`src/rtl/traffic_phase_sequencer_if.sv`:
```
// Control and status bundle between a supervisory block and the traffic phase sequencer.
interface traffic_phase_sequencer_if #(
  parameter int NUM_PHASES = 4
);
  logic                    GO;
  logic [NUM_PHASES-1:0]   DEMAND;
  logic                    FLASH;
  logic [2*NUM_PHASES-1:0] LIGHTS;
  logic [2:0]              ACTIVE_PHASE;
  logic [2:0]              STATE;
  logic                    PHASE_DONE;

  modport master (
    output GO, DEMAND, FLASH,
    input  LIGHTS, ACTIVE_PHASE, STATE, PHASE_DONE
  );

  modport slave (
    input  GO, DEMAND, FLASH,
    output LIGHTS, ACTIVE_PHASE, STATE, PHASE_DONE
  );
endinterface

```
`src/rtl/traffic_phase_sequencer.sv`:
```
// Demand-actuated junction controller: serves one signal group at a time, skips idle groups,
// extends green under demand, and supports a GO freeze plus a flashing maintenance mode.
module traffic_phase_sequencer #(
  parameter int NUM_PHASES = 4,
  parameter int CW         = 8,
  parameter int T_RY       = 2,
  parameter int T_GREEN    = 4,
  parameter int T_MAXGRN   = 8,
  parameter int T_YEL      = 2,
  parameter int T_ALLRED   = 1,
  parameter int T_FLASH    = 3
) (
  input  logic                       CLK,
  input  logic                       RST,
  traffic_phase_sequencer_if.slave   bus
);

  typedef enum logic [2:0] {
    ST_ALLRED   = 3'd0,
    ST_REDYEL   = 3'd1,
    ST_GREEN    = 3'd2,
    ST_YELLOW   = 3'd3,
    ST_FLASHING = 3'd4
  } state_e;

  localparam logic [1:0] LT_G  = 2'b00;
  localparam logic [1:0] LT_Y  = 2'b01;
  localparam logic [1:0] LT_R  = 2'b10;
  localparam logic [1:0] LT_RY = 2'b11;

  localparam int FW = (T_FLASH > 1) ? $clog2(T_FLASH) : 1;

  localparam logic [CW-1:0] RY_LAST      = CW'(T_RY - 1);
  localparam logic [CW-1:0] GRN_MIN_LAST = CW'(T_GREEN - 1);
  localparam logic [CW-1:0] GRN_MAX_LAST = CW'(T_MAXGRN - 1);
  localparam logic [CW-1:0] YEL_LAST     = CW'(T_YEL - 1);
  localparam logic [CW-1:0] ALLRED_LAST  = CW'(T_ALLRED - 1);
  localparam logic [FW-1:0] FLASH_LAST   = FW'(T_FLASH - 1);
  localparam logic [2:0]    LAST_PHASE   = 3'(NUM_PHASES - 1);

  state_e                  state_q, state_d;
  logic [CW-1:0]           cnt_q, cnt_d;
  logic [2:0]              phase_q, phase_d;
  logic                    flash_bit_q, flash_bit_d;
  logic [FW-1:0]           fcnt_q, fcnt_d;
  logic                    done_q, done_d;
  logic [2*NUM_PHASES-1:0] lights_q, lights_d;
  logic [2:0]              rr_phase;
  logic                    cur_demand;

  assign cur_demand = |(bus.DEMAND & (NUM_PHASES'(1) << phase_q));

  // Round-robin pick: walk from farthest to nearest so the nearest requester after
  // the current group wins; the current group itself (k = NUM_PHASES) is the fallback.
  always_comb begin
    rr_phase = phase_q;
    for (int k = NUM_PHASES; k >= 1; k--) begin
      if (|(bus.DEMAND & (NUM_PHASES'(1) << ((int'(phase_q) + k) % NUM_PHASES)))) begin
        rr_phase = 3'((int'(phase_q) + k) % NUM_PHASES);
      end
    end
  end

  // NOTE: every _d gets a default before the case so no path leaves it unassigned (no latch).
  always_comb begin
    state_d     = state_q;
    cnt_d       = cnt_q;
    phase_d     = phase_q;
    flash_bit_d = flash_bit_q;
    fcnt_d      = fcnt_q;
    done_d      = 1'b0;

    if (state_q == ST_FLASHING) begin
      if (!bus.FLASH) begin
        state_d     = ST_ALLRED;
        cnt_d       = '0;
        phase_d     = LAST_PHASE;
        flash_bit_d = 1'b0;
        fcnt_d      = '0;
      end else if (fcnt_q == FLASH_LAST) begin
        fcnt_d      = '0;
        flash_bit_d = ~flash_bit_q;
      end else begin
        fcnt_d = fcnt_q + 1'b1;
      end
    end else if (bus.GO) begin
      unique case (state_q)
        ST_ALLRED: begin
          if (cnt_q != ALLRED_LAST) begin
            cnt_d = cnt_q + 1'b1;
          end else if (bus.FLASH) begin
            state_d     = ST_FLASHING;
            cnt_d       = '0;
            fcnt_d      = '0;
            flash_bit_d = 1'b0;
          end else if (|bus.DEMAND) begin
            state_d = ST_REDYEL;
            cnt_d   = '0;
            phase_d = rr_phase;
          end
          // No demand: rest here with cnt parked on its last value.
        end
        ST_REDYEL: begin
          if (cnt_q == RY_LAST) begin
            state_d = ST_GREEN;
            cnt_d   = '0;
          end else begin
            cnt_d = cnt_q + 1'b1;
          end
        end
        ST_GREEN: begin
          if (cnt_q >= GRN_MIN_LAST &&
              (!cur_demand || bus.FLASH || cnt_q == GRN_MAX_LAST)) begin
            state_d = ST_YELLOW;
            cnt_d   = '0;
          end else begin
            cnt_d = cnt_q + 1'b1;
          end
        end
        ST_YELLOW: begin
          if (cnt_q == YEL_LAST) begin
            state_d = ST_ALLRED;
            cnt_d   = '0;
            done_d  = 1'b1;
          end else begin
            cnt_d = cnt_q + 1'b1;
          end
        end
        default: ;
      endcase
    end
  end

  // Lights are decoded from the next state so the registered copy moves with STATE.
  always_comb begin
    lights_d = {NUM_PHASES{LT_R}};
    for (int i = 0; i < NUM_PHASES; i++) begin
      if (state_d == ST_FLASHING) begin
        lights_d[2*i +: 2] = flash_bit_d ? LT_Y : LT_R;
      end else if (3'(i) == phase_d) begin
        case (state_d)
          ST_REDYEL: lights_d[2*i +: 2] = LT_RY;
          ST_GREEN:  lights_d[2*i +: 2] = LT_G;
          ST_YELLOW: lights_d[2*i +: 2] = LT_Y;
          default:   lights_d[2*i +: 2] = LT_R;
        endcase
      end
    end
  end

  // NOTE: sequential state uses non-blocking assignments; reset acts without waiting for CLK.
  always_ff @(posedge CLK or posedge RST) begin
    if (RST) begin
      state_q     <= ST_ALLRED;
      cnt_q       <= '0;
      phase_q     <= LAST_PHASE;
      flash_bit_q <= 1'b0;
      fcnt_q      <= '0;
      done_q      <= 1'b0;
      lights_q    <= {NUM_PHASES{LT_R}};
    end else begin
      state_q     <= state_d;
      cnt_q       <= cnt_d;
      phase_q     <= phase_d;
      flash_bit_q <= flash_bit_d;
      fcnt_q      <= fcnt_d;
      done_q      <= done_d;
      lights_q    <= lights_d;
    end
  end

  assign bus.LIGHTS       = lights_q;
  assign bus.STATE        = state_q;
  assign bus.ACTIVE_PHASE = phase_q;
  assign bus.PHASE_DONE   = done_q;

endmodule
```
`src/flat_wrapper.sv`:
```
// flat-port wrapper written by rule: the top's interface ports become plain ports
module traffic_phase_sequencer_flat 
#(
  parameter int NUM_PHASES = 4,
  parameter int CW         = 8,
  parameter int T_RY       = 2,
  parameter int T_GREEN    = 4,
  parameter int T_MAXGRN   = 8,
  parameter int T_YEL      = 2,
  parameter int T_ALLRED   = 1,
  parameter int T_FLASH    = 3
)
  (CLK, RST, bus_GO, bus_DEMAND, bus_FLASH, bus_LIGHTS, bus_ACTIVE_PHASE, bus_STATE, bus_PHASE_DONE);
  traffic_phase_sequencer_if #(.NUM_PHASES(NUM_PHASES)) bus_i ();
  input  logic CLK;
  input  logic RST;
  input wire logic [$bits(bus_i.GO)-1:0] bus_GO;
  input wire logic [$bits(bus_i.DEMAND)-1:0] bus_DEMAND;
  input wire logic [$bits(bus_i.FLASH)-1:0] bus_FLASH;
  output wire logic [$bits(bus_i.LIGHTS)-1:0] bus_LIGHTS;
  output wire logic [$bits(bus_i.ACTIVE_PHASE)-1:0] bus_ACTIVE_PHASE;
  output wire logic [$bits(bus_i.STATE)-1:0] bus_STATE;
  output wire logic [$bits(bus_i.PHASE_DONE)-1:0] bus_PHASE_DONE;
  assign bus_i.GO = bus_GO;
  assign bus_i.DEMAND = bus_DEMAND;
  assign bus_i.FLASH = bus_FLASH;
  assign bus_LIGHTS = bus_i.LIGHTS;
  assign bus_ACTIVE_PHASE = bus_i.ACTIVE_PHASE;
  assign bus_STATE = bus_i.STATE;
  assign bus_PHASE_DONE = bus_i.PHASE_DONE;
  traffic_phase_sequencer #(.NUM_PHASES(NUM_PHASES), .CW(CW), .T_RY(T_RY), .T_GREEN(T_GREEN), .T_MAXGRN(T_MAXGRN), .T_YEL(T_YEL), .T_ALLRED(T_ALLRED), .T_FLASH(T_FLASH)) u_core (.CLK(CLK), .RST(RST), .bus(bus_i));
endmodule
```
`config.mk`:
```
export PLATFORM = sky130hd
export DESIGN_NAME = traffic_phase_sequencer_flat
export DESIGN_NICKNAME = d
export VERILOG_FILES = /design/src/rtl/traffic_phase_sequencer_if.sv /design/src/rtl/traffic_phase_sequencer.sv /design/src/flat_wrapper.sv
export SDC_FILE = /design/constraint.sdc
export NUM_CORES = 1
export LEC_CHECK = 0
export CELL_PAD_IN_SITES_DETAIL_PLACEMENT = 1
export CELL_PAD_IN_SITES_GLOBAL_PLACEMENT = 2
export CORE_UTILIZATION = 34
export DETAILED_ROUTE_END_ITERATION = 7
export PLACE_DENSITY = 0.79
export SLEW_MARGIN = 0
export SYNTH_ARGS = -nofsm -noshare
export SYNTH_HDL_FRONTEND = slang
export SYNTH_SLANG_ARGS = --single-unit
```
`constraint.sdc`:
```
create_clock -name CLK -period 2.9 [get_ports CLK]
set_clock_uncertainty 0.05 [all_clocks]
set_input_delay 0.58 -clock CLK [delete_from_list [all_inputs] [get_ports CLK]]
set_output_delay 0.58 -clock CLK [all_outputs]
set_load 0.005 [all_outputs]
```
After elaboration in Yosys (flattened, before gate mapping). Index checks and enable logic that the tools add are counted.

Register bits: 26. Bits in latches: 0. Bits in writable memories: 0. ROM bits: 0. Input port bits: 8. Output and inout port bits: 15. Word-level logic and storage cells: 128. Memories kept: 0.

$add $sub $neg: 6. $mul: 0. Div/mod/pow operators: 0. $lt $le $gt $ge: 1. Eq/ne operators: 17. Shifts and indexed selects: 5. Mux-type cells: 58. Bitwise operators: 10. Reductions and logical operators: 24.

Operators by type and width (number): 1-bit by 32-bit left shift with 4-bit output, first input constant (4); 8-bit 2-to-1 mux (8); 3-bit 2-to-1 mux (20); 2-bit 2-to-1 mux (16); 8-bit one-hot mux with 3 select lines (1); 4-bit OR reduction (6); 4-bit AND (5); 3-bit by 2-bit equality test with 1-bit output, second input constant (4); 3-bit one-hot mux with 4 select lines (1); 1-bit 2-to-1 mux (11); 2-bit OR reduction (5); 8-bit by 1-bit adder with 8-bit output, second input constant (1); 8-bit by 1-bit equality test with 1-bit output, second input constant (1); 8-bit by 3-bit equality test with 1-bit output, second input constant (1); 8-bit by 2-bit >= comparator with 1-bit output, second input constant (1); 4-bit AND reduction (2); 8-bit nonzero test (1); 2-bit by 1-bit adder with 2-bit output, second input constant (3); 2-bit by 3-bit equality test with 1-bit output, first input constant (2); 3-bit by 1-bit equality test with 1-bit output, second input constant (2); 3-bit equality test, second input constant (2); 3-bit zero test (2); 2-bit one-hot mux with 3 select lines (1); 2-bit nonzero test (3); 13 further kinds (18).

Depth between registers and ports, before layout.
Word-level depth: 19. Mapped depth: 9. Depth with buffers taken out: 9.

Worst setup path after synthesis. OpenSTA, ideal clock, no wires.

Kind: reg-to-reg. Start: reg u_core.phase_q[0] (netlist: u_core.bus.ACTIVE_PHASE[0]). End: reg u_core.lights_q[0] (netlist: u_core.bus.LIGHTS[0]). Library setup time: 0.120 ns. Arrival: 2.276 ns. Data required time: 2.730 ns. Setup slack: 0.454 ns. Stages on the path, launching flop included: 9. Buffers on the path: 0. Period minus slack after synthesis: 2.446 ns. Cells stage by stage: dfstp_2 > inv_1 > ha_1 > a22oi_1 > nand2_1 > or4_4 > a211oi_2 > nor2_2 > a41o_1.

Cells in the longest elaborated chain, start to end: 19. Elaborated cells on any way between the ends: 54. Those cells by class: add/sub: 4; eq/ne: 4; shift: 5; mux: 18; bitwise: 9; reduce/logical: 14.

Ends and longest elaborated chain: start: declaration (RTL line traffic_phase_sequencer.sv:43) `logic [2:0] phase_q, phase_d;`; start signal: assignment (RTL line traffic_phase_sequencer.sv:164) `phase_q <= phase_d;`; 2-bit by 1-bit adder with 2-bit output (RTL line traffic_phase_sequencer.sv:58, traffic_phase_sequencer.sv:59); 2-bit OR reduction (no line); 1-bit AND (no line); 1-bit by 32-bit left shift with 4-bit output (RTL line traffic_phase_sequencer.sv:58) `if (|(bus.DEMAND & (NUM_PHASES'(1) << ((int'(phase_q) + k) % NUM_PHASES)))) begin`; 4-bit AND (RTL line traffic_phase_sequencer.sv:58); 4-bit OR reduction (RTL line traffic_phase_sequencer.sv:58); 3-bit 2-to-1 mux (3 in series) (RTL line traffic_phase_sequencer.sv:58); 3-bit 2-to-1 mux (*) (RTL line traffic_phase_sequencer.sv:58); [... 3 more ...]; 3-bit 2-to-1 mux (*) (RTL line traffic_phase_sequencer.sv:87) `unique case (state_q)`; 3-bit 2-to-1 mux (*) (RTL line traffic_phase_sequencer.sv:86) `end else if (bus.GO) begin`; 3-bit 2-to-1 mux (*) (RTL line traffic_phase_sequencer.sv:73) `if (state_q == ST_FLASHING) begin`; named net u_core.phase_d[2] (RTL line traffic_phase_sequencer.sv:43); 3-bit zero test (*) (RTL line traffic_phase_sequencer.sv:140) `end else if (3'(i) == phase_d) begin`; 2-bit 2-to-1 mux (*) (RTL line traffic_phase_sequencer.sv:140); 2-bit 2-to-1 mux (*) (RTL line traffic_phase_sequencer.sv:138) `if (state_d == ST_FLASHING) begin`; named net u_core.lights_d[0] (RTL line traffic_phase_sequencer.sv:47) `logic [2*NUM_PHASES-1:0] lights_q, lights_d;`; end signal: assignment (RTL line traffic_phase_sequencer.sv:160) `lights_q <= {NUM_PHASES{LT_R}};`; end signal: assignment (RTL line traffic_phase_sequencer.sv:168) `lights_q <= lights_d;`; end: declaration (RTL line traffic_phase_sequencer.sv:47).

The timed path passes the listed nets; every way through them passes the cells marked *. A chain may end at the register's enable or synchronous reset.

Worst setup path after layout.
Start: reg u_core.phase_q[1] (netlist: u_core.bus.ACTIVE_PHASE[1]). End: reg u_core.lights_q[4] (netlist: u_core.bus.LIGHTS[4]).

Cells in the longest elaborated chain, start to end: 19. Elaborated cells on any way between the ends: 54. Those cells by class: add/sub: 4; eq/ne: 5; shift: 5; mux: 18; bitwise: 9; reduce/logical: 13.

Ends and longest elaborated chain (RTL line): 2-bit by 1-bit adder with 2-bit output (traffic_phase_sequencer.sv:58, traffic_phase_sequencer.sv:59); 2-bit OR reduction (no line); 1-bit AND (no line); 1-bit by 32-bit left shift with 4-bit output (traffic_phase_sequencer.sv:58); 4-bit AND (traffic_phase_sequencer.sv:58); 4-bit OR reduction (traffic_phase_sequencer.sv:58); 3-bit 2-to-1 mux (3 in series) (traffic_phase_sequencer.sv:58); 3-bit 2-to-1 mux (*) (traffic_phase_sequencer.sv:58); [... 3 more ...]; 3-bit 2-to-1 mux (*) (traffic_phase_sequencer.sv:87); 3-bit 2-to-1 mux (*) (traffic_phase_sequencer.sv:86); 3-bit 2-to-1 mux (*) (traffic_phase_sequencer.sv:73); named net u_core.phase_d[2] (traffic_phase_sequencer.sv:43); 2-bit by 3-bit equality test with 1-bit output (*) (traffic_phase_sequencer.sv:140); 2-bit 2-to-1 mux (*) (traffic_phase_sequencer.sv:140); 2-bit 2-to-1 mux (*) (traffic_phase_sequencer.sv:138); named net u_core.lights_d[4] (traffic_phase_sequencer.sv:47).

Marked as above.

==> impl_metrics.json <==
{
  "antenna_left": 0,
  "fin_util_pct": 45.30,
  "yosysTopAreaCellShare_pct": 30.63,
  "rsz0062_at_grt": "no",
  "finalHoldViolCount": 0,
  "routed_wl_mm": 4.209,
  "clockBufferDepth": 2,
  "synth_cells": 170,
  "fin_crit_sh_pct": 91.60,
  "clk_latency_ps": 280,
  "ys_warn_count": 0,
  "grt_pass1_vias": 1458,
  "synthTopCellsByArea": "dfrtp_1 31%, dfstp_2 9.6%, ha_1 5.4%",
  "vias": 1416,
  "postCtsSetupBuffers": 0,
  "hpwl_mm": 3.213,
  "synth-seq-cells": 26,
  "synth_edf_count": 0,
  "htree_levels": 1,
  "grt_pass1_wl_mm": 7.307,
  "drv_slew": 0,
  "cts_buffers": 3,
  "grt_usage_pct": 18.15,
  "path_class": "reg2reg",
  "critPathLaunchType": "flop",
  "p_leak_nw": 0.8430,
  "grt_max_degree": 22,
  "path_cells": "inv_1, ha_1, a22oi_1, nand2_1, or4_4, a211oi_2, nor2_2, a41o_1",
  "antenna_cells": 0,
  "die_area_sq_um": 5087,
  "vdd_drop_max_mv": 0.4011,
  "p_per_area_nw_per_um2": 1037,
  "start_util_pct": 36.52,
  "cts_tree": "built",
  "drc": 2,
  "synth_cell_types": 53,
  "ctsHoldBuffers": 0,
  "synth_flop_cell": "dfrtp_1",
  "area_delta_synth_final_pct": 24.04,
  "clkSinkCount": 26,
  "drv_cap": 0,
  "clock.fmax_mhz": 376.5,
  "syn_nets": 185,
  "synth.cell_area_sq_um": 1634,
  "dr.pass1.iters": 6,
  "power_mw": 2.102,
  "critPathCaptureType": "flop",
  "wl_per_cell_um": 16.70,
  "core_area_sq_um": 4474,
  "rows": 24,
  "yosysSeqAreaShare_pct": 40.28,
  "worstPathArrival_ps": 2780,
  "portBuffers": 22,
  "finalCriticalPeriod_ps": 2656,
  "failed_checks": "DRC",
  "critical_path.slowest_cell": "dfstp_2",
  "clockRootBuffer": "clkbuf_8",
  "dpl-instance-area_sq_um": 1956,
  "cpPeakStageDelay_ps": 600,
  "finalSetupViolCount": 0,
  "worstPathRequired_ps": 3020,
  "hold_path_class": "reg2reg",
  "netlist_top_cells_count": "20 x dfrtp_1, 20 x nand2_1, 11 x nor2_1",
  "fp.dieW_um": 71.33,
  "maxSlewHeadroom_pct": 41.25,
  "worst_pin_slew_ps": 880.3,
  "clkTransAtPathRegs_ps": 90,
  "synth.avg_cell_area_sq_um": 9.612,
  "drive_gt1_share_pct": 17.00,
  "drt_iter0_markers": 56,
  "status": "complete, but fails checks",
  "pin_count": 23,
  "fin_nets": 216,
  "gp_congestion": 0.8764,
  "postLayoutCellArea_sq_um": 2027,
  "antenna_found_initial": 0,
  "async_flop_share_pct": 100.0,
  "worstPathMaxFanout": 6,
  "fp.dieH_um": 71.33,
  "overflow": 0,
  "avgViaCountPerCell": 5.619,
  "ctsResizeCount": 0,
  "synth_area_leader_cell": "dfrtp_1",
  "setup_tns_ps": 0
}
[metrics by stage]
stage | cells | hold WS, ps | setup slack, ps
after floorplan | 170 | 412.7 | 453.6
after global placement | 248 | 430.0 | 119.8
after detailed placement | 248 | 461.8 | 31.24
after CTS | 252 | 477.9 | 210.5
after global routing | 252 | 528.8 | 40.18
final | 252 | 480.2 | 243.7
[state kept, by name, indices dropped and copies added (netlist names)]
name                     cells
u_core.bus.PHASE_DONE        1
u_core.flash_bit_q           1
u_core.cnt_q                 8
u_core.bus.STATE             3
u_core.fcnt_q                2
u_core.bus.LIGHTS            8
u_core.bus.ACTIVE_PHASE      3
[report_power, final]
group          switching (mW)  total, mW  internal, mW
Clock                   0.124      0.309         0.185
Combinational           0.539       1.07         0.531
Sequential              0.194      0.723         0.529
[final cells by class]
| cell class | count | area, sq um |
|---|---|---|
| Sequential cell | 26 | 658.1 |
| Multi-Input combinational cell | 131 | 920.9 |
| Tap cell | 52 | 65.06 |
| Clock buffer | 3 | 41.29 |
| Timing Repair Buffer | 28 | 265.3 |
| Fill cell | 515 | 2447 |
| Clock inverter | 1 | 30.03 |
| Inverter | 11 | 46.29 |
[cells by family after synthesis]
group	Yosys count	synth area share, %
DFF	26	40.28
adders and majority gates	7	5.360
buffers and inverters	13	3.368
muxes	6	4.365
and+or+nand+nor	70	24.73
AOI/OAI and AO/OA	46	20.83
xor gates and xnor gates	2	1.072
[cells in the final DEF (no fill, tap or decap), types with 5 or more instances in the layout]
cell type,synthesis,final
clkdlybuf4s50_1,0,22
nand2_1,20,20
dfrtp_1,20,20
nor2_1,11,11
inv_1,9,9
a22oi_1,7,7
ha_1,7,7
o211ai_1,6,6
a31oi_1,6,6
buf_4,0,6
dfstp_2,6,6
o21ai_1,5,5
nor3_1,5,5
[layer usage]
metal	GRT usage (%)	vias up	wire length (um)
met1	25.76	703	2109
met2	29.74	21	1978
met3	1.969	2	93
li1	-	690	-
met5	0	-	0
met4	4.444	0	27
[path summary, 6_finish.rpt]
check	start	end	slack, ps	cells past startpoint
max	u_core.bus.ACTIVE_PHASE[1]	u_core.bus.LIGHTS[4]	240	8
min	u_core.fcnt_q[1]	u_core.fcnt_q[1]	480	1
max reg2reg	u_core.bus.ACTIVE_PHASE[1]	u_core.bus.LIGHTS[4]	240	8
min reg2reg	u_core.fcnt_q[1]	u_core.fcnt_q[1]	480	1
max in group asynchronous	RST	u_core.bus.ACTIVE_PHASE[0]	1370	3
min in group asynchronous	RST	u_core.bus.PHASE_DONE	720	2
[worst max-delay path: cells and delay by family (launching register included)]
| family | cells | cell delay (ps) |
|---|---|---|
| AO/OA/AOI/OAI | 3 | 860 |
| AND/OR/NAND/NOR | 3 | 730 |
| flip-flops | 1 | 600 |
| adder cells (fa/ha/maj) | 1 | 240 |
| buffers and inverters | 1 | 80 |
(Power assumes the default switching activity.)
==> edit (same settings) <==
`CW` is set to 8 in 2 places; all go to 7.
--- a/src/rtl/traffic_phase_sequencer.sv
+++ b/src/rtl/traffic_phase_sequencer.sv
@@ -4,3 +4,3 @@
   parameter int NUM_PHASES = 4,
-  parameter int CW         = 8,
+  parameter int CW         = 7,
   parameter int T_RY       = 2,
--- a/src/flat_wrapper.sv
+++ b/src/flat_wrapper.sv
@@ -4,3 +4,3 @@
   parameter int NUM_PHASES = 4,
-  parameter int CW         = 8,
+  parameter int CW         = 7,
   parameter int T_RY       = 2,
Behaviour: same outputs for any inputs over 4 cycles, from zero or initial values and one cycle with RST high; that may be too few to reach the edited logic, so the function may still have changed.
==> edit against the unedited design <==
- die area down 3.7%
- wire length up 3.5%
- via count up 3.8%
- worst setup slack worse by 160 ps
- cell area up 2.2%
- power down 14%
- count of clock-buffer cells in the layout unchanged
- first-iteration DRC count down 20%
- non-clock buffer count up 18
- synthesized area down 3.8%
- sequential cell count down 1
- largest cell class unchanged
- highest routed layer unchanged
==> edit: results (changes against the unedited design) <==
- Max Fclk: 354.7 MHz (-5.8%)
- Multi-input combinational area share: 42.96% (-2.5 points)
- Setup crit start: bus_FLASH
- Synth Area in Compound Gates: 24.36% (+3.5 points)
- Worst path arrival time: 2980 ps (+200 ps)
- Distinct cells, synth: 45 (-15%)
- Post-Route WL: 4.355 mm (+3.5%)
- Non-Filler Instances: 262 (+4.0%)
- Buffers, non-clock: 46 (+64%)
- Post-DP Area: 1997 sq um (+2.1%)
- Fillers: 512 (-0.58%)
- Mux contribution to synthesized area: 2.866% (-1.5 points)
- Hold slack: 482.7 ps (+2.526 ps)
- Largest net degree at the start of global routing: 26 (+18%)
- Clk cell area share: 2.356% (-1.2 points)
- Sequential cells: 25 (-3.8%)
- 1st-iter DRT viols: 45 (-20%)
- Sw power: 0.7368 mW (-14%)
- Maximum VDD drop: 0.2489 mV (-38%)
- CP max-delay cell: or4b_4
- Status: finished clean
- First-pass GRT wire length: 7.472 mm (+2.3%)
- Placed instance count: 256 (+3.2%)
- Signal buf overhead: 19.34% (+6.2 points)
- Synthesized-area fraction occupied by adder cells: 5.573% (+0.21 points)
- R2R setup slack: 120 ps (-120 ps)
- Post-Syn Nets: 181 (-2.2%)
- Seq/total area: 30.57% (-1.9 points)
- Number of global-route vias before repair: 1,575 (+8.0%)
- Count of multi-input gates: 126 (-3.8%)
- Rel. slew slack: 72.65% (+31 points)
- Reg-to-reg startpoint: u_core.cnt_q[1]$_DFFE_PP0P_
- Final nets: 226 (+4.6%)
==> edit: changes by cell type after synthesis, moves of 4 or more <==
cell      before  now
a41o_1         4    0
nand2_1       20   13
o21ai_1        5    1
o211ai_1       6    2
o21ai_0        3    8
a21oi_1        3   12
or3_1          4    0
mux2_2         0    4
a22o_1         0    4
==> edit: critical path: cells and delay by family <==
family	cells	cell delay, ps
and+or+nand+nor	3	1230
buffers and inverters	1	460
AOI/OAI and AO/OA	3	690
==> edit: timing repair <==
| action | CTS | global route |
|---|---|---|
| endpoints found under the setup margin | 0 | 7 |
| setup buffers | 0 | 2 |
| resized for setup | 0 | 2 |
==> edit: per-layer routing <==
metal | track usage [%] | share of wire (%)
met1 | 22.39 | 42
met2 | 36.54 | 55
met3 | 1.876 | 2.5
met4 | 4.444 | 0.44
met5 | 0 | 0
